[src/rtl/wb_stage_q_if.sv]
// Bus bundle for the write-back stage.
//   m_*      : M/W pipeline slot inputs, w_stall back-pressure to M
//   x_*      : long-latency result offer, x_ready acceptance
//   rf_*     : single register-file write port
// master = pipeline/testbench side, slave = wb_stage_q side.
interface wb_stage_q_if #(
  parameter int unsigned DATA_W = 32
);
  logic              m_valid;
  logic [31:0]       m_ir;
  logic [31:0]       m_pc4;
  logic [DATA_W-1:0] m_ao;
  logic [DATA_W-1:0] m_dr;
  logic              w_stall;
  logic              x_valid;
  logic [4:0]        x_addr;
  logic [DATA_W-1:0] x_data;
  logic              x_ready;
  logic              rf_we;
  logic [4:0]        rf_a3;
  logic [DATA_W-1:0] rf_wd;

  modport master (
    output m_valid, m_ir, m_pc4, m_ao, m_dr, x_valid, x_addr, x_data,
    input  w_stall, x_ready, rf_we, rf_a3, rf_wd
  );

  modport slave (
    input  m_valid, m_ir, m_pc4, m_ao, m_dr, x_valid, x_addr, x_data,
    output w_stall, x_ready, rf_we, rf_a3, rf_wd
  );
endinterface

[src/rtl/wb_stage_q.sv]
// Registered MIPS write-back stage with a long-latency result FIFO that
// shares the single register-file write port.
//   clk   : rising-edge clock
//   reset : asynchronous active-low reset
//   bus   : wb_stage_q_if.slave (M slot in, w_stall out, x result in,
//           x_ready out, rf_we/rf_a3/rf_wd write port out)
// rf_* are decoded combinationally from registered state (slot + FIFO),
// so a write appears in the cycle after capture and drops at once on reset.
module wb_stage_q #(
  parameter int unsigned DATA_W   = 32,
  parameter int unsigned XQ_DEPTH = 4,
  parameter int unsigned LINK_OFS = 4
) (
  input  logic         clk,
  input  logic         reset,
  wb_stage_q_if.slave  bus
);

  localparam int unsigned AW = $clog2(XQ_DEPTH);
  localparam int unsigned CW = AW + 1;

  // W slot
  logic              s_valid;
  logic [31:0]       s_ir;
  logic [31:0]       s_pc4;
  logic [DATA_W-1:0] s_ao;
  logic [DATA_W-1:0] s_dr;

  // FIFO state
  logic [4:0]        q_addr [XQ_DEPTH];
  logic [DATA_W-1:0] q_data [XQ_DEPTH];
  logic [AW-1:0]     wp;
  logic [AW-1:0]     rp;
  logic [CW-1:0]     count;

  // Decode / arbitration
  logic              reg_write;
  logic              is_link;
  logic              is_load;
  logic [4:0]        dest;
  logic [31:0]       ld_word;
  logic [7:0]        ld_byte;
  logic [15:0]       ld_half;
  logic [DATA_W-1:0] slot_data;
  logic              slot_wr;
  logic              full;
  logic              empty;
  logic              head_sel;
  logic              push;
  logic              pop;
  logic              stall;
  logic [31:0]       dr32;

  wire [5:0] op    = s_ir[31:26];
  wire [4:0] rt    = s_ir[20:16];
  wire [4:0] rd    = s_ir[15:11];
  wire [5:0] funct = s_ir[5:0];

  // rs and shamt are not needed for write-back
  logic unused_ir;
  assign unused_ir = ^{s_ir[25:21], s_ir[10:6]};

  // Slot capture; holds while back-pressured
  always_ff @(posedge clk or negedge reset) begin
    if (!reset) begin
      s_valid <= 1'b0;
      s_ir    <= '0;
      s_pc4   <= '0;
      s_ao    <= '0;
      s_dr    <= '0;
    end else if (!stall) begin
      s_valid <= bus.m_valid;
      s_ir    <= bus.m_ir;
      s_pc4   <= bus.m_pc4;
      s_ao    <= bus.m_ao;
      s_dr    <= bus.m_dr;
    end
  end

  // Instruction decode: write enable, destination, data source
  always_comb begin
    reg_write = 1'b0;
    is_link   = 1'b0;
    is_load   = 1'b0;
    dest      = 5'd0;
    case (op)
      6'h00: begin
        reg_write = (funct != 6'h08);
        is_link   = (funct == 6'h09);
        dest      = rd;
      end
      6'h03: begin
        reg_write = 1'b1;
        is_link   = 1'b1;
        dest      = 5'd31;
      end
      6'h08, 6'h09, 6'h0a, 6'h0b, 6'h0c, 6'h0d, 6'h0e, 6'h0f: begin
        reg_write = 1'b1;
        dest      = rt;
      end
      6'h20, 6'h21, 6'h23, 6'h24, 6'h25: begin
        reg_write = 1'b1;
        is_load   = 1'b1;
        dest      = rt;
      end
      default: ;
    endcase
  end

  // Load extension: little-endian lane select from ao[1:0]
  assign dr32 = 32'(s_dr);

  always_comb begin
    ld_byte = dr32[7:0];
    case (s_ao[1:0])
      2'd0: ld_byte = dr32[7:0];
      2'd1: ld_byte = dr32[15:8];
      2'd2: ld_byte = dr32[23:16];
      2'd3: ld_byte = dr32[31:24];
      default: ;
    endcase
    ld_half = s_ao[1] ? dr32[31:16] : dr32[15:0];
    ld_word = dr32;
    case (op)
      6'h20: ld_word = {{24{ld_byte[7]}}, ld_byte};
      6'h24: ld_word = {24'd0, ld_byte};
      6'h21: ld_word = {{16{ld_half[15]}}, ld_half};
      6'h25: ld_word = {16'd0, ld_half};
      default: ld_word = dr32;
    endcase
  end

  always_comb begin
    slot_data = s_ao;
    if (is_link)
      slot_data = DATA_W'(s_pc4 + 32'(LINK_OFS));
    else if (is_load)
      slot_data = DATA_W'(ld_word);
  end

  // Write-port arbitration: full FIFO wins, else slot, else FIFO head
  assign slot_wr  = s_valid && reg_write && (dest != 5'd0);
  assign full     = (count == CW'(XQ_DEPTH));
  assign empty    = (count == CW'(0));
  assign head_sel = full || (!slot_wr && !empty);
  assign pop      = head_sel;
  assign stall    = full && slot_wr;
  assign push     = bus.x_valid && !full;

  always_comb begin
    bus.rf_we = 1'b0;
    bus.rf_a3 = 5'd0;
    bus.rf_wd = '0;
    if (head_sel) begin
      bus.rf_we = (q_addr[rp] != 5'd0);
      bus.rf_a3 = q_addr[rp];
      bus.rf_wd = q_data[rp];
    end else if (slot_wr) begin
      bus.rf_we = 1'b1;
      bus.rf_a3 = dest;
      bus.rf_wd = slot_data;
    end
  end

  assign bus.w_stall = stall;
  assign bus.x_ready = !full;

  // FIFO storage; contents are don't-care while count excludes them
  always_ff @(posedge clk) begin
    if (push) begin
      q_addr[wp] <= bus.x_addr;
      q_data[wp] <= bus.x_data;
    end
  end

  // FIFO pointers and occupancy; pointers wrap at the power-of-2 depth
  always_ff @(posedge clk or negedge reset) begin
    if (!reset) begin
      wp    <= '0;
      rp    <= '0;
      count <= '0;
    end else begin
      if (push) wp <= wp + AW'(1);
      if (pop)  rp <= rp + AW'(1);
      case ({push, pop})
        2'b10:   count <= count + CW'(1);
        2'b01:   count <= count - CW'(1);
        default: count <= count;
      endcase
    end
  end

endmodule

[src/flat_wrapper.sv]
// flat-port wrapper written by rule: the top's interface ports become plain ports
module wb_stage_q_flat 
#(
  parameter int unsigned DATA_W   = 32,
  parameter int unsigned XQ_DEPTH = 4,
  parameter int unsigned LINK_OFS = 4
)
  (clk, reset, bus_m_valid, bus_m_ir, bus_m_pc4, bus_m_ao, bus_m_dr, bus_x_valid, bus_x_addr, bus_x_data, bus_w_stall, bus_x_ready, bus_rf_we, bus_rf_a3, bus_rf_wd);
  wb_stage_q_if #(.DATA_W(DATA_W)) bus_i ();
  input  logic clk;
  input  logic reset;
  input wire logic [$bits(bus_i.m_valid)-1:0] bus_m_valid;
  input wire logic [$bits(bus_i.m_ir)-1:0] bus_m_ir;
  input wire logic [$bits(bus_i.m_pc4)-1:0] bus_m_pc4;
  input wire logic [$bits(bus_i.m_ao)-1:0] bus_m_ao;
  input wire logic [$bits(bus_i.m_dr)-1:0] bus_m_dr;
  input wire logic [$bits(bus_i.x_valid)-1:0] bus_x_valid;
  input wire logic [$bits(bus_i.x_addr)-1:0] bus_x_addr;
  input wire logic [$bits(bus_i.x_data)-1:0] bus_x_data;
  output wire logic [$bits(bus_i.w_stall)-1:0] bus_w_stall;
  output wire logic [$bits(bus_i.x_ready)-1:0] bus_x_ready;
  output wire logic [$bits(bus_i.rf_we)-1:0] bus_rf_we;
  output wire logic [$bits(bus_i.rf_a3)-1:0] bus_rf_a3;
  output wire logic [$bits(bus_i.rf_wd)-1:0] bus_rf_wd;
  assign bus_i.m_valid = bus_m_valid;
  assign bus_i.m_ir = bus_m_ir;
  assign bus_i.m_pc4 = bus_m_pc4;
  assign bus_i.m_ao = bus_m_ao;
  assign bus_i.m_dr = bus_m_dr;
  assign bus_i.x_valid = bus_x_valid;
  assign bus_i.x_addr = bus_x_addr;
  assign bus_i.x_data = bus_x_data;
  assign bus_w_stall = bus_i.w_stall;
  assign bus_x_ready = bus_i.x_ready;
  assign bus_rf_we = bus_i.rf_we;
  assign bus_rf_a3 = bus_i.rf_a3;
  assign bus_rf_wd = bus_i.rf_wd;
  wb_stage_q #(.DATA_W(DATA_W), .XQ_DEPTH(XQ_DEPTH), .LINK_OFS(LINK_OFS)) u_core (.clk(clk), .reset(reset), .bus(bus_i));
endmodule
[config.mk]
export PLATFORM = sky130hd
export DESIGN_NAME = wb_stage_q_flat
export DESIGN_NICKNAME = d
export VERILOG_FILES = /design/src/rtl/wb_stage_q_if.sv /design/src/rtl/wb_stage_q.sv /design/src/flat_wrapper.sv
export SDC_FILE = /design/constraint.sdc
export NUM_CORES = 1
export LEC_CHECK = 0
export BUFFER_PORTS_ARGS = -buffer_cell sky130_fd_sc_hd__buf_2
export CAP_MARGIN = 20
export CORE_UTILIZATION = 50
export DETAILED_ROUTE_END_ITERATION = 12
export GPL_TIMING_DRIVEN = 0
export PLACE_DENSITY_LB_ADDON = 0.25
export SLEW_MARGIN = 10
export SYNTH_ARGS = -nofsm -noshare
export SYNTH_HDL_FRONTEND = slang
export SYNTH_SLANG_ARGS = --single-unit
[constraint.sdc]
create_clock -name clk -period 8 [get_ports clk]
set_input_delay 1.2 -clock clk [delete_from_list [all_inputs] [get_ports clk]]
set_output_delay 1.2 -clock clk [all_outputs]
set_load 0.02 [all_outputs]
# Word-level counts from Yosys, hierarchy flattened
# Memories as Yosys holds them, arrays and structs flattened.
# Index checks and enable logic that the tools add are counted.
totals:
  regBits: 136
  mem_bits_rw: 148
  in_bits: 169
  out_inout_bits: 40
  wordCells: 73
  n_memories: 2
mem_list:
  columns: ["name", "words", "width", "read_ports", "rd_clocked_by_memory_dff", "wr", "line_no", "rtl"]
  rows:
  - ["u_core.q_data", 4, 32, 1, 0, 1, "wb_stage_q.sv:31", "logic [DATA_W-1:0] q_data [XQ_DEPTH];"]
  - ["u_core.q_addr", 4, 5, 1, 0, 1, "wb_stage_q.sv:30", "logic [4:0] q_addr [XQ_DEPTH];"]
classes:
  n_addsub: 5
  n_eq_ne: 22
  muxes: 18
  reduce_logical: 18
op_table:
  columns: ["operator", "count"]
  rows:
  - ["two-way mux 32 bit", 4]
  - ["one-hot mux 32 bit (4 select lines)", 1]
  - ["== test 6 x 4 -> 1 bit, second input constant", 9]
  - ["adder 32 x 3 -> 32 bit, second input constant", 1]
  - ["one-hot mux 8 bit (4 select lines)", 1]
  - ["== test 6 bit, second input constant", 5]
  - ["two-way mux 16 bit", 1]
  - ["one-hot mux 5 bit (3 select lines)", 1]
  - ["OR reduction 14 bit", 1]
  - ["OR reduction 13 bit", 1]
  - ["two-way mux 5 bit", 2]
  - ["nonzero test 5 bit", 2]
  - ["== test 2 bit, second input constant", 3]
  - ["== test 6 x 2 -> 1 bit, second input constant", 1]
  - ["zero test 6 bit", 1]
  - ["!= test 6 x 4 -> 1 bit, second input constant", 1]
  - ["one-hot mux 3 bit (2 select lines)", 1]
  - ["logical AND 1 bit", 5]
  - ["two-way mux 1 bit", 5]
  - ["OR reduction 5 bit", 1]
  - ["adder 2 x 1 -> 2 bit, second input constant", 2]
  - ["== test 2 x 1 -> 1 bit, second input constant", 2]
  - ["one-hot mux 1 bit (2 select lines)", 2]
  - ["adder 3 x 1 -> 3 bit, second input constant", 1]
  - ["7 further kinds", 9]

# Depth between registers and ports, before layout
# Gate-level depths: netlist (run 1).
logic_depth:
  depth_word: 10
  mapped_depth: 13
  depth_no_buf: 12

# Worst setup path after synthesis (run 1)
# OpenSTA, ideal clock, no wires.
synth_timing:
  path_kind: "reg-to-output"
  startpoint: "register u_core.s_ir[17]"
  endpoint: "output bus_rf_wd[11]"
  arrival_time_ps: 2353
  t_required_ps: 6800
  path_slack_ps: 4447
  path_stages_with_launch: 9
  n_path_buf: 2
  cell_sequence: "dfrtp_1 > or4_1 > nor2_1 > a21oi_2 > o221ai_2 > buf_4 > buf_2 > a21oi_1 > o21ai_0"
synth_via:
  elab_chain_cells: 7
  word_cells_on_any_way: 8
  cone_classes: "3 x mux; 5 x reduce/logical"
synth_lines:
  columns: ["element", "line_no", "rtl"]
  rows:
  - ["start, declared", "wb_stage_q.sv:24", "logic [31:0] s_ir;"]
  - ["start signal, assigned", "wb_stage_q.sv:73", "s_ir <= bus.m_ir;"]
  - ["one-hot mux 5 bit (3 select lines) (*)", "wb_stage_q.sv:86", "case (op)"]
  - ["nonzero test 5 bit (*)", "wb_stage_q.sv:142", "assign slot_wr = s_valid && reg_write && (dest != 5'd0);"]
  - ["logical AND 1 bit (*)", "wb_stage_q.sv:142", null]
  - ["zero test 1 bit", "wb_stage_q.sv:145", "assign head_sel = full || (!slot_wr && !empty);"]
  - ["logical AND 1 bit", "wb_stage_q.sv:145", null]
  - ["logical OR 1 bit", "wb_stage_q.sv:145", null]
  - ["two-way mux 32 bit (*)", "wb_stage_q.sv:154", "if (head_sel) begin"]
  - ["end, declared", "flat_wrapper.sv:24", "output wire logic [$bits(bus_i.rf_wd)-1:0] bus_rf_wd;"]
# Every way passes the cells marked *; elsewhere a longest branch is shown, timed or not.

# Worst setup path after layout (run 1)
layout_timing:
  startpoint: "register u_core.s_ir[28]"
  endpoint: "output bus_rf_wd[23]"
layout_via:
  elab_chain_cells: 9
  word_cells_on_any_way: 33
  cone_classes: "14 x eq/ne; 9 x mux; 10 x reduce/logical"
layout_lines:
  columns: ["element", "line_no"]
  rows:
  - ["== test 6 x 4 -> 1 bit (tied with other cells)", "wb_stage_q.sv:86"]
  - ["OR reduction 13 bit (no source line) or OR reduction 14 bit (tied branches)", null]
  - ["one-hot mux 5 bit (3 select lines) or one-hot mux 1 bit (2 select lines) (tied branches)", "wb_stage_q.sv:86"]
  - ["nonzero test 5 bit or logical AND 1 bit (tied branches)", "wb_stage_q.sv:142"]
  - ["logical AND 1 bit", "wb_stage_q.sv:142"]
  - ["zero test 1 bit", "wb_stage_q.sv:145"]
  - ["logical AND 1 bit", "wb_stage_q.sv:145"]
  - ["logical OR 1 bit", "wb_stage_q.sv:145"]
  - ["two-way mux 32 bit (*)", "wb_stage_q.sv:154"]
# Marks and branches as above.

==> results list, run 1 <==
- Yosys printed 0 warnings.
- Fin util: 60.4%
- Cell count after synthesis: 1201
- Worst Min Path Start: u_core.s_ao[11]
- For the pin with the worst max-slew slack, the measured transition is 0.900 ns.
* Mapped Nets: 1377
- Floorplan Core Area: 26000 um^2
- The cell area that synthesis handed to floorplanning was 13200 um^2.
- The worst pin sits at a relative slew slack of 40.0%.
* Remaining antenna violation count: 0
- MaxCap Viol Count: 0
* CP max stage cell: a211oi_1
- Via-per-instance ratio: 5.71
- TritonCTS built the clock tree.
- Of the synthesized area, sequential elements account for 57.5%.
- Global-route wire length before repair: 56100 um
- Max Clock Freq: 0.207 GHz
* Maximum number of pins on one net before global-route repair: 69
- In the global route stage, overall resource usage came out at 28.0%.
- Overall die width: 164 um
- Counting flops with a built-in enable in the synthesized netlist gives 148.
* Total Neg Setup Slack: 0 ns
- Detailed Routing Iterations Pass 1: 5
- Vias in the first global route: 9744
* Combinational family with the most area after synthesis: simple AND/OR/NAND/NOR gates
* HPWL reported at the end of detailed placement: 27600 um
- Hold repair after CTS inserted 0 buffers.
* Post-CTS Repair Setup Buffers: 0
* Fraction of synthesis flops using an asynchronous set or reset pin: 46.0%
- Depth of the worst register-to-register path: 13
* Final hold violation count: 0
* Number of DRC violations after detailed routing: 0
- The flow ran to the end, and the final reports show no timing, DRC or antenna violations.
- Relative to the synthesized area, the layout overhead comes to 18.8%.
- The clock drives 274 sinks.
* Chip Height: 164 um
- Cell leakage power: 6.61 nW
* Maximum fanout along the worst path: 10
- The netlist uses 65 different library cells.
* Routed via count: 10200
* Minimum clock period: 4.82 ns
- Crit end category: output port
- Fraction of final layout cells with drive strength greater than 1: 25.2%
* Endpoint of the worst register-to-register path: u_core.count[2]
- Clock skew on the completed layout was measured at 0.00984 ns.
- Most common cell after layout, fill and taps aside: nand2_1
- After layout, the design draws a total of 4.71 mW.
- The congestion estimate from routability-driven global placement came to 0.943.
- Input and output buffers added on the ports amount to 198.
- Hold/Removal Path Class: flip-flop to flip-flop
- Endpoint of the worst hold-timing path: u_core.s_ao[11]
* I/O pin total: 209
- Classification of the worst setup path: flip-flop to output port
- CP most frequent cell: buf_2
* Synth Area in Adders: 0.720%
- CTS built an H-tree with a depth of 1.
- Most common flop cell mapped by yosys: edfxtp_1
* Count of final setup violators: 0
- The floorplan step defined a die boundary enclosing 27100 um^2.
* Routed wire per std cell: 21.0 um
- Final net count: 1612
- Master cell of the clock root buffer: clkbuf_16
- Yosys attributes the largest share of cell area to edfxtp_1 (34%), dfrtp_1 (24%), nand2_1 (11%).
* Worst path buffer plus inverter count: 3
* Leading cell types in the layout, fill and taps excluded: nand2_1 (404), buf_2 (226), edfxtp_1 (148), dfrtp_1 (126), nand3_1 (42)
* Data arrival time of the critical path: 3.62 ns
* Number of pins with negative max-slew slack in the final report: 0
- Clock Latency Late Sink: 0.57 ns
- Flop2flop setup slack: 4.60 ns
* Largest delay contributor family on the critical path: compound AO/OA/AOI/OAI gates
- Post-synthesis compound-gate area fraction: 9.98%
- Category of the worst setup path launch point: flip-flop
* Final period util: 60.3%
- Area share of the leading cell type in the synthesized netlist: 33.7%
- Clock slew at reported path FFs: 0.06 ns
- Once the floorplan was initialized, standard cells occupied 50.8% of the core.
- The startpoint identified for the worst register-to-register timing path is u_core.s_ir[26].
- The number of gates resized after CTS was 0.
* Ratio of total power to cell area: 300 nW/um^2
- Of the total synthesized cell area, the portion taken by XOR and XNOR cells is 2.26%.
* Req. time, crit path: 6.80 ns
- On the worst path, the slowest cell contributes a delay of 0.54 ns.
* Post-synthesis simple-gate area fraction: 17.8%
- Num rows: 59
* DRT Wirelength: 37600 um
- The number of antenna violations at the first check in global routing was 2.
* Deepest clock path buffer count: 3
- A synthesized cell averages 11.0 um^2.
- Portion of netlist area occupied by mux cells: 8.13%
- Final global-route overflow total: 0
* Total CTS buffers: 30
- First element of the critical path: u_core.s_ir[28]
* Hold path depth: 2
* Cells along the critical path: buf_2 -> nor4_4 -> nand3_2 -> o21ai_1 -> o221ai_2 -> buf_2 -> a211oi_1 -> a22oi_1 -> o21ai_1 -> buf_2
* Number of register bits inferred by synthesis: 274
* Maximum vdd ir drop: 0.282 mV
* Drt first-iter violations: 911
- Setup repair after global routing missed its margin: false
* Biggest area consumer among synthesized cells: edfxtp_1
[power breakdown]
group | total [mW] | switching (mW) | internal, mW
combinational | 1.57 | 0.973 | 0.598
sequential | 1.80 | 0.0820 | 1.71
clock | 1.34 | 0.583 | 0.757
[synthesized netlist by cell type (6+ instances only)]
library cell,n
a21boi_0,8
o211ai_1,8
mux2i_1,6
clkbuf_1,27
xnor2_1,18
a21oi_1,40
dfrtp_1,126
a221oi_1,6
a22oi_1,17
and2_1,6
o221ai_1,16
buf_6,11
nand2_1,404
nand2b_1,7
nand3_1,42
ha_1,6
a31oi_1,7
a211oi_1,17
buf_2,29
mux4_2,40
a221o_1,7
and3_1,10
o21ai_0,29
edfxtp_1,148
xor2_1,16
nor2_1,37
o21ai_1,15
mux2_2,10
inv_1,14
nand4_1,9
[stage by stage]
stage | std cells | hold slack, ns | cell area [um^2] | setup WS [ns]
after floorplan | 1201 | 0.432 | 13200 | 4.45
after global placement | 1734 | 0.445 | 14600 | 3.89
after detailed placement | 1739 | 0.454 | 14700 | 3.84
after CTS | 1793 | 0.469 | 15700 | 3.23
after global routing | 1793 | 0.491 | 15700 | 3.00
final | 1794 | 0.471 | 15700 | 3.18
[area by class of cell]
type	instances	area (um^2)
timing repair buffer	203	1100
sequential	274	7600
clock inverter	20	190
inverter	16	60.1
antenna	1	2.50
fill	2164	10300
multi-input combinational	836	5130
clock buffer	34	766
tap	335	419
buffer	75	415
[flip-flops by register name, summed over array words and instances (netlist names)]
name	cells
u_core.q_addr	20
u_core.count	3
u_core.wp	2
u_core.s_ir	22
u_core.s_valid	1
u_core.s_pc4	32
u_core.dr32	32
u_core.rp	2
u_core.q_data	128
u_core.s_ao	32
[logic make-up (layout without fill, tap and decap cells)]
kind of cell,Yosys count,in the layout
XOR/XNOR,34,34
flip-flops,274,274
other,0,1
AND/OR/NAND/NOR,547,547
AO/OA/AOI/OAI,192,192
multiplexers,56,56
adder cells (fa/ha/maj),7,7
buffers and inverters,91,348
[per-layer routing]
layer | up-vias | global-route usage [%] | wire length, um
met3 | 71 | 4.19 | 2330
met1 | 5025 | 37.8 | 15900
met4 | 2 | 9.34 | 1350
li1 | 4749 | - | -
met2 | 399 | 46.6 | 18000
met5 | - | 0 | 13
[how the worst max path moves through the flow]
stage                               end  slack [ns]  cells after the start
after global routing      bus_rf_wd[20]        3.00                     10
after floorplan           bus_rf_wd[11]        4.45                      8
after CTS                  bus_rf_wd[7]        3.23                     10
final                     bus_rf_wd[23]        3.18                     10
after detailed placement   bus_rf_wd[7]        3.84                     10
after global placement     bus_rf_wd[7]        3.89                     10
[worst reg2reg max path, stage by stage, from the launching register on]
cell	delay [ns]
dfrtp_1	0.36
buf_2	0.18
nor2b_1	0.16
o211ai_2	0.40
nand2_2	0.19
o221ai_2	0.56
nor2_2	0.22
nor2_1	0.24
ha_1	0.21
inv_1	0.06
fa_1	0.37
xor2_1	0.15
nor2_1	0.11
xnor2_1	0.07
No activity file was read; power rests on OpenSTA's default activity.
==> run 2, diff against run 1 <==
==> constraint.sdc (replaced) <==
create_clock -name clk -period 4.3 [get_ports clk]
set_input_delay 0.645 -clock clk [delete_from_list [all_inputs] [get_ports clk]]
set_output_delay 0.645 -clock clk [all_outputs]
set_load 0.02 [all_outputs]
==> results list, run 2 (same netlist as run 1, synthesis figures left out) <==
- The delay contributed by the slowest stage of the critical path was 0.52 ns (was 0.54 ns).
- Remaining antenna violation count: 0 (unchanged)
- The arrival time at the worst endpoint came to 3.52 ns (was 3.62 ns).
* Clock slew at reported path FFs: 0.06 ns (about the same)
* I/O pin total: 209 (unchanged)
- Total CTS buffers: 30 (unchanged)
* Final net count: 1612 (unchanged)
* Pre-CTS setup slack: 0.696 ns (was 3.84 ns)
- Category of the worst setup path launch point: flip-flop (unchanged)
- Largest delay contributor family on the critical path: compound AO/OA/AOI/OAI gates (unchanged)
- Floorplan Core Area: 26000 um^2 (unchanged)
- The standby leakage power came to 6.62 nW (was 6.61 nW).
- Final hold violation count: 0 (unchanged)
- Maximum number of pins on one net before global-route repair: 69 (unchanged)
- The starting utilization of the core area was 50.8% (unchanged).
- Max Clock Freq: 0.240 GHz
- The vias after detailed routing was 10300 (was 10200).
* Clock Latency Late Sink: 0.58 ns (was 0.57 ns)
- Final period util: 96.9%
- Number of DRC violations after detailed routing: 0 (unchanged)
- MaxCap Viol Count: 0 (unchanged)
- The area added between synthesis and finish is 19.1% (was 18.8%).
- Classification of the worst setup path: flip-flop to output port (unchanged)
- Antenna violations before repair: 2 (unchanged)
- Worst path buffer plus inverter count: 3 (unchanged)
* Ratio of total power to cell area: 557 nW/um^2 (was 300 nW/um^2)
- The largest fanout on the critical path was 10 (unchanged).
- The area of the die was 27100 um^2 (unchanged).
- The smallest setup slack after layout came to 0.132 ns (was 3.18 ns).
- Setup repair after global routing missed its margin: false (unchanged).
- Count of final setup violators: 0 (unchanged)
* Fraction of final layout cells with drive strength greater than 1: 25.7% (was 25.2%)
- The maximum clock insertion buffer count is 3 (unchanged).
- Final global-route overflow total: 0 (unchanged)
* Clock tree sinks: 274 (unchanged)
- Routed wire per std cell: 21.0 um (about the same)
- The number of instances in the placed design came to 1739 (unchanged).
* Run status: complete, no violations (unchanged)
* Biggest register: u_core.q_data (unchanged)
- The root buffer cell is clkbuf_16 (unchanged).
* CP max stage cell: a211oi_1 (unchanged)
- The count of filler cells inserted in the layout was 2157 (was 2164).
- Cells along the critical path: buf_2 -> nor4_4 -> nand3_2 -> o21ai_1 -> o221ai_4 -> buf_4 -> a211oi_1 -> a22oi_1 -> o21ai_1 -> buf_2 (was buf_2 -> nor4_4 -> nand3_2 -> o21ai_1 -> o221ai_2 -> buf_2 -> a211oi_1 -> a22oi_1 -> o21ai_1 -> buf_2)
- The final HPWL from detailed placement is 27600 um (unchanged).
* Slew at the pin closest to its max-slew limit: 0.892 ns (was 0.900 ns)
- The post-route worst hold slack came to 0.0271 ns (was 0.471 ns).
* Most common cell after layout, fill and taps aside: nand2_1 (unchanged)
- The flip-flop count of the largest register, all copies and words added was 128 (unchanged).
- DRT Wirelength: 37700 um (was 37600 um)
- Drt first-iter violations: 953 (was 911)
- The deepest level of the CTS H-tree was 1 (unchanged).
* Req. time, crit path: 3.65 ns (was 6.80 ns)
- Hold-fix buffers at CTS: 0 (unchanged)
* Clock tree from TritonCTS: built (unchanged)
- Via-per-instance ratio: 5.71 (about the same)
- The path type of the worst min-delay path was primary input to asynchronous set/reset pin (was flip-flop to flip-flop).
- The max-slew violation total from the final report is 0 (unchanged).
* Minimum clock period: 4.17 ns
- Fin util: 60.5% (was 60.4%)
- Post-Layout Cell Count: 1794 (unchanged)
* Maximum vdd ir drop: 0.524 mV (was 0.282 mV)
- The type of element capturing the critical path is an output port (unchanged).
- The height of the die is 164 um (unchanged).
* Global-route wire length before repair: 56100 um (unchanged)
- Vias in the first global route: 9744 (unchanged)
- The worst relative slew slack came to 40.6% (was 40.0%).
- Final GP Congestion: 0.943 (unchanged)
- The number of buffers added on ports is 198 (unchanged).
* Clock skew after layout: 0.00945 ns (was 0.00984 ns)
- Detailed Routing Iterations Pass 1: 5 (unchanged)
- Total Neg Setup Slack: 0 ns (unchanged)
- The floorplan die width came to 164 um (unchanged).
* Total GRT Usage: 28.0% (unchanged)
- The number of standard-cell rows in the floorplan was 59 (unchanged).
- Leading cell types in the layout, fill and taps excluded: nand2_1 (404), buf_2 (226), edfxtp_1 (148), dfrtp_1 (126), nand3_1 (42) (unchanged).
==> run 2: final timing paths <==
check / start / end / slack (ns) / cells past startpoint
max: u_core.s_ir[28] / bus_rf_wd[12] / 0.13 / 10
max in group asynchronous: reset / u_core.s_pc4[29] / 3.54 / 2
max reg2reg: u_core.s_ir[26] / u_core.count[2] / 1.05 / 13
min in group clk: bus_m_ir[16] / u_core.s_ir[16] / 0.26 / 3
min: reset / u_core.s_ir[5] / 0.03 / 1
min reg2reg: u_core.s_ao[11] / u_core.s_ao[11] / 0.47 / 2
==> run 2: final cells by class <==
type | instances | area (um^2) | area share (%)
diodes | 1 | 2.50 | 0.0159
well taps | 335 | 419 | 2.67
repair buffers | 203 | 1100 | 7.02
inverters | 16 | 60.1 | 0.382
flip-flops and latches | 274 | 7600 | 48.3
multi-input cells | 836 | 5170 | 32.9
clock buffers | 34 | 766 | 4.87
clock inverters | 20 | 190 | 1.21
plain buffers | 75 | 417 | 2.65
==> run 2: through the flow <==
stage / cell area (um^2) / power, mW
finish: 15700 / 8.76
CTS: 15700 / 8.79
global placement: 14600 / 6.19
global route: 15700 / 9.14
floorplan: 13200 / 5.28
detailed placement: 14700 / 6.30
==> run 2: where the power goes <==
part	internal (mW)	leakage, nW	total, mW	switching (mW)
clock	1.41	0.472	2.50	1.09
sequential	3.19	2.82	3.34	0.152
combinational	1.11	3.33	2.93	1.81
total	5.71	6.62	8.76	3.05
==> run 2: per-layer routing <==
layer / vias to the layer above / routed length [um] / track usage, %
met5: - / 13 / 0
met4: 2 / 1400 / 9.34
met3: 74 / 2280 / 4.19
met2: 372 / 17900 / 46.6
met1: 5052 / 16100 / 37.8
li1: 4751 / - / -
==> run 2: what timing repair did <==
item | 4_1_cts | 5_1_grt
buffers inserted | 0 | 0
gates resized for setup | 0 | 8
hold endpoints to repair | 0 | 0
setup endpoints to repair | 0 | 18
==> run 3, diff against run 2 <==
==> constraint.sdc (replaced) <==
create_clock -name clk -period 3.91 [get_ports clk]
set_input_delay 0.5865 -clock clk [delete_from_list [all_inputs] [get_ports clk]]
set_output_delay 0.5865 -clock clk [all_outputs]
set_load 0.02 [all_outputs]
==> results list, run 3 (same netlist as run 1, synthesis figures left out) <==
- Maximum vdd ir drop: 0.578 mV (was 0.524 mV)
* Clock network power share: 28.3% (was 28.5%)
- The total DRC errors in the routed layout came to 0 (unchanged).
- Clock tree from TritonCTS: built (unchanged)
- Met2 Usage GRT: 46.7% (was 46.6%)
- The worst clock skew is 0.0106 ns (was 0.00945 ns).
- Sw frac: 35.0% (was 34.8%)
* Routed wire per std cell: 21.2 um (was 21.0 um)
* Total CTS buffers: 30 (unchanged)
- The area of the die was 27100 um^2 (unchanged).
- The number of I/O pins is 209 (unchanged).
* Int Power: 6.31 mW (was 5.71 mW)
- The maximum clock insertion buffer count was 3 (unchanged).
* Most common cell after layout, fill and taps aside: nand2_1 (unchanged)
- Instance area after placement: 14700 um^2 (unchanged)
- Layout overhead on the synthesized area: 22.0% (was 19.1%)
* Gate power share: 33.6% (was 33.4%)
- Chip Height: 164 um (unchanged)
- IO Port Bufs: 198 (unchanged)
- Number of pins with negative max-slew slack in the final report: 0 (unchanged)
- Combined area of the multi-input logic cells: 5390 um^2 (was 5170 um^2)
* Drt first-iter violations: 886 (was 953)
- The cell area after layout was 16100 um^2 (was 15700 um^2).
- Initial standard-cell utilization of the core: 50.8% (unchanged)
* DRT Wirelength: 38300 um (was 37700 um)
* Post-route worst hold slack: 0.203 ns (was 0.0271 ns)
- The kind of critical path is flip-flop to output port (unchanged).
- The fraction of final layout cells sized beyond drive strength 1 came to 28.5% (was 25.7%).
* Final period util: 98.4%
* Clock slew at reported path FFs: 0.06 ns (about the same)
- Worst max-slew margin expressed relative to the limit: 40.7% (was 40.6%)
- Routed via count: 10400 (was 10300)
- The clock sink total was 274 (unchanged).
* Num rows: 59 (unchanged)
- The number of nets in the final layout came to 1624 (was 1612).
* Flip-flop count of the largest register, all copies and words added: 128 (unchanged)
* Max Clock Freq: 0.260 GHz
* Req. time, crit path: 3.32 ns (was 3.65 ns)
- The max-cap check violation count was 0 (unchanged).
* Final GP Congestion: 0.943 (unchanged)
* Cell leakage power: 6.74 nW (was 6.62 nW)
* Slew at the pin closest to its max-slew limit: 0.890 ns (was 0.892 ns)
- The startpoint type of the worst setup path is a flip-flop (unchanged).
- Master cell of the clock root buffer: clkbuf_16 (unchanged)
- The path type of the worst min-delay path is primary input to flip-flop (was primary input to asynchronous set/reset pin).
* Reg power frac: 38.1% (about the same)
* Sequential standard cell area: 7600 um^2 (about the same)
* Via-per-instance ratio: 5.76 (was 5.71)
- Remaining antenna violation count: 0 (unchanged)
- Total GRT Usage: 28.1% (was 28.0%)
* Final global-route overflow total: 0 (unchanged)
- The maximum number of pins on one net before global-route repair was 69 (unchanged).
- Floorplan Core Area: 26000 um^2 (unchanged)
* Total Neg Setup Slack: 0 ns (unchanged)
- The largest fanout on the critical path came to 8 (was 10).
* Overall die width: 164 um (unchanged)
- The net switching power of the design is 3.40 mW (was 3.05 mW).
- Biggest register: u_core.q_data (unchanged)
- The via count of the first global-routing pass was 9756 (was 9744).
- Ratio of total power to cell area: 603 nW/um^2 (was 557 nW/um^2)
* Antenna violations before repair: 2 (unchanged)
* Run status: complete, no violations (unchanged)
* Data arrival time of the critical path: 3.26 ns (was 3.52 ns)
- Number of inserted filler cells in the final layout: 2120 (was 2157)
- After layout, the minimum clock period comes to 3.85 ns.
- Leading cell types in the layout, fill and taps excluded: nand2_1 (402), buf_2 (213), edfxtp_1 (148), dfrtp_1 (124), nand3_1 (42) (was nand2_1 (404), buf_2 (226), edfxtp_1 (148), dfrtp_1 (126), nand3_1 (42))
- The type of element capturing the critical path is an output port (unchanged).
- The global-route wire length before repair is 56200 um (was 56100 um).
* Most utilized layer in the global route result: met2 (unchanged)
- The count of final setup violators was 0 (unchanged).
- HPWL reported at the end of detailed placement: 27600 um (unchanged)
* Final hold violation count: 0 (unchanged)
* Met1 capacity usage during global routing: 37.8% (about the same)
- The number of iterations in the first detailed-routing pass is 5 (unchanged).
* Clock Latency Late Sink: 0.58 ns (about the same)
- Met3 GRT Util: 4.29% (was 4.19%)
- H-tree depth: 1 (unchanged)
==> run 3: cell types whose count changed in the layout (fill, tap and decap cells not counted), sizes merged <==
cell,previous run,this run
clkinv,16,15
buf,251,258
clkbuf,61,64
clkinvlp,2,3
dlygate4sd3,0,1
o221ai,17,18
==> run 3: metal layers <==
layer  up-vias  wire length (um)  share of wire, %
met5         -                13             0.034
met4         2              1400               3.7
met3        74              2630               6.9
met2       406             18300                48
met1      5139             16000                42
li1       4780                 -                 -
==> run 3: path summary, 6_finish.rpt <==
path                       depth (start not counted)        startpoint  slack (ns)              end
setup / recovery                                   8  u_core.s_pc4[13]        0.06    bus_rf_wd[27]
hold reg to reg                                    2   u_core.s_ao[11]        0.47  u_core.s_ao[11]
min in group asynchronous                          2             reset        0.53   u_core.s_ir[5]
setup reg to reg                                  14   u_core.s_ir[26]        0.74  u_core.count[2]
hold / removal                                     3      bus_m_ir[16]        0.20  u_core.s_ir[16]
max in group asynchronous                          3             reset        2.64  u_core.dr32[31]
==> run 3: worst max-delay path, cell delays in order (launching register included) <==
cell and delay [ns]:
dfrtp_1 0.46, nand3_1 0.16, nor3_1 0.71, nand4_1 0.26, xnor2_1 0.20, o211ai_1 0.28, a21boi_2 0.21, o221ai_1 0.19
buf_4 0.22
==> run 3: power by group through the flow <==
stage	Combinational [mW]	Sequential, mW	Clock, mW
2_1_floorplan	2.13	3.67	0
3_3_place_gp	3.08	3.73	0
3_5_place_dp	3.20	3.72	0
4_1_cts	3.23	3.67	2.78
5_1_grt	3.50	3.72	2.88
6_report	3.26	3.69	2.75
==> run 3: layout make-up <==
cell class	count	share of cell area, %
antenna	1	0.0155
clock buffer	34	4.75
multi-input combinational	837	33.4
timing repair buffer	217	7.58
tap	335	2.60
clock inverter	20	1.18
inverter	16	0.396
sequential	274	47.2
buffer	72	2.84
==> run 3: per-stage QoR <==
step / setup WS (ns) / util [%] / total power, mW / cells
final: 0.0611 / 62.0 / 9.71 / 1806
after global routing: -0.0144 / 62.0 / 10.1 / 1805
after CTS: -0.000188 / 60.7 / 9.68 / 1794
after detailed placement: 0.364 / 56.7 / 6.92 / 1739
after global placement: 0.412 / 56.2 / 6.81 / 1734
after floorplan: 0.970 / - / 5.81 / 1201
==> run 3: timing repair <==
item,4_1_cts,5_1_grt
gates cloned,0,1
setup buffers,0,13
pin swaps,1,12
hold buffers,1,0
setup endpoints to repair,34,38
hold endpoints to repair,10,0
gates resized for setup,17,67
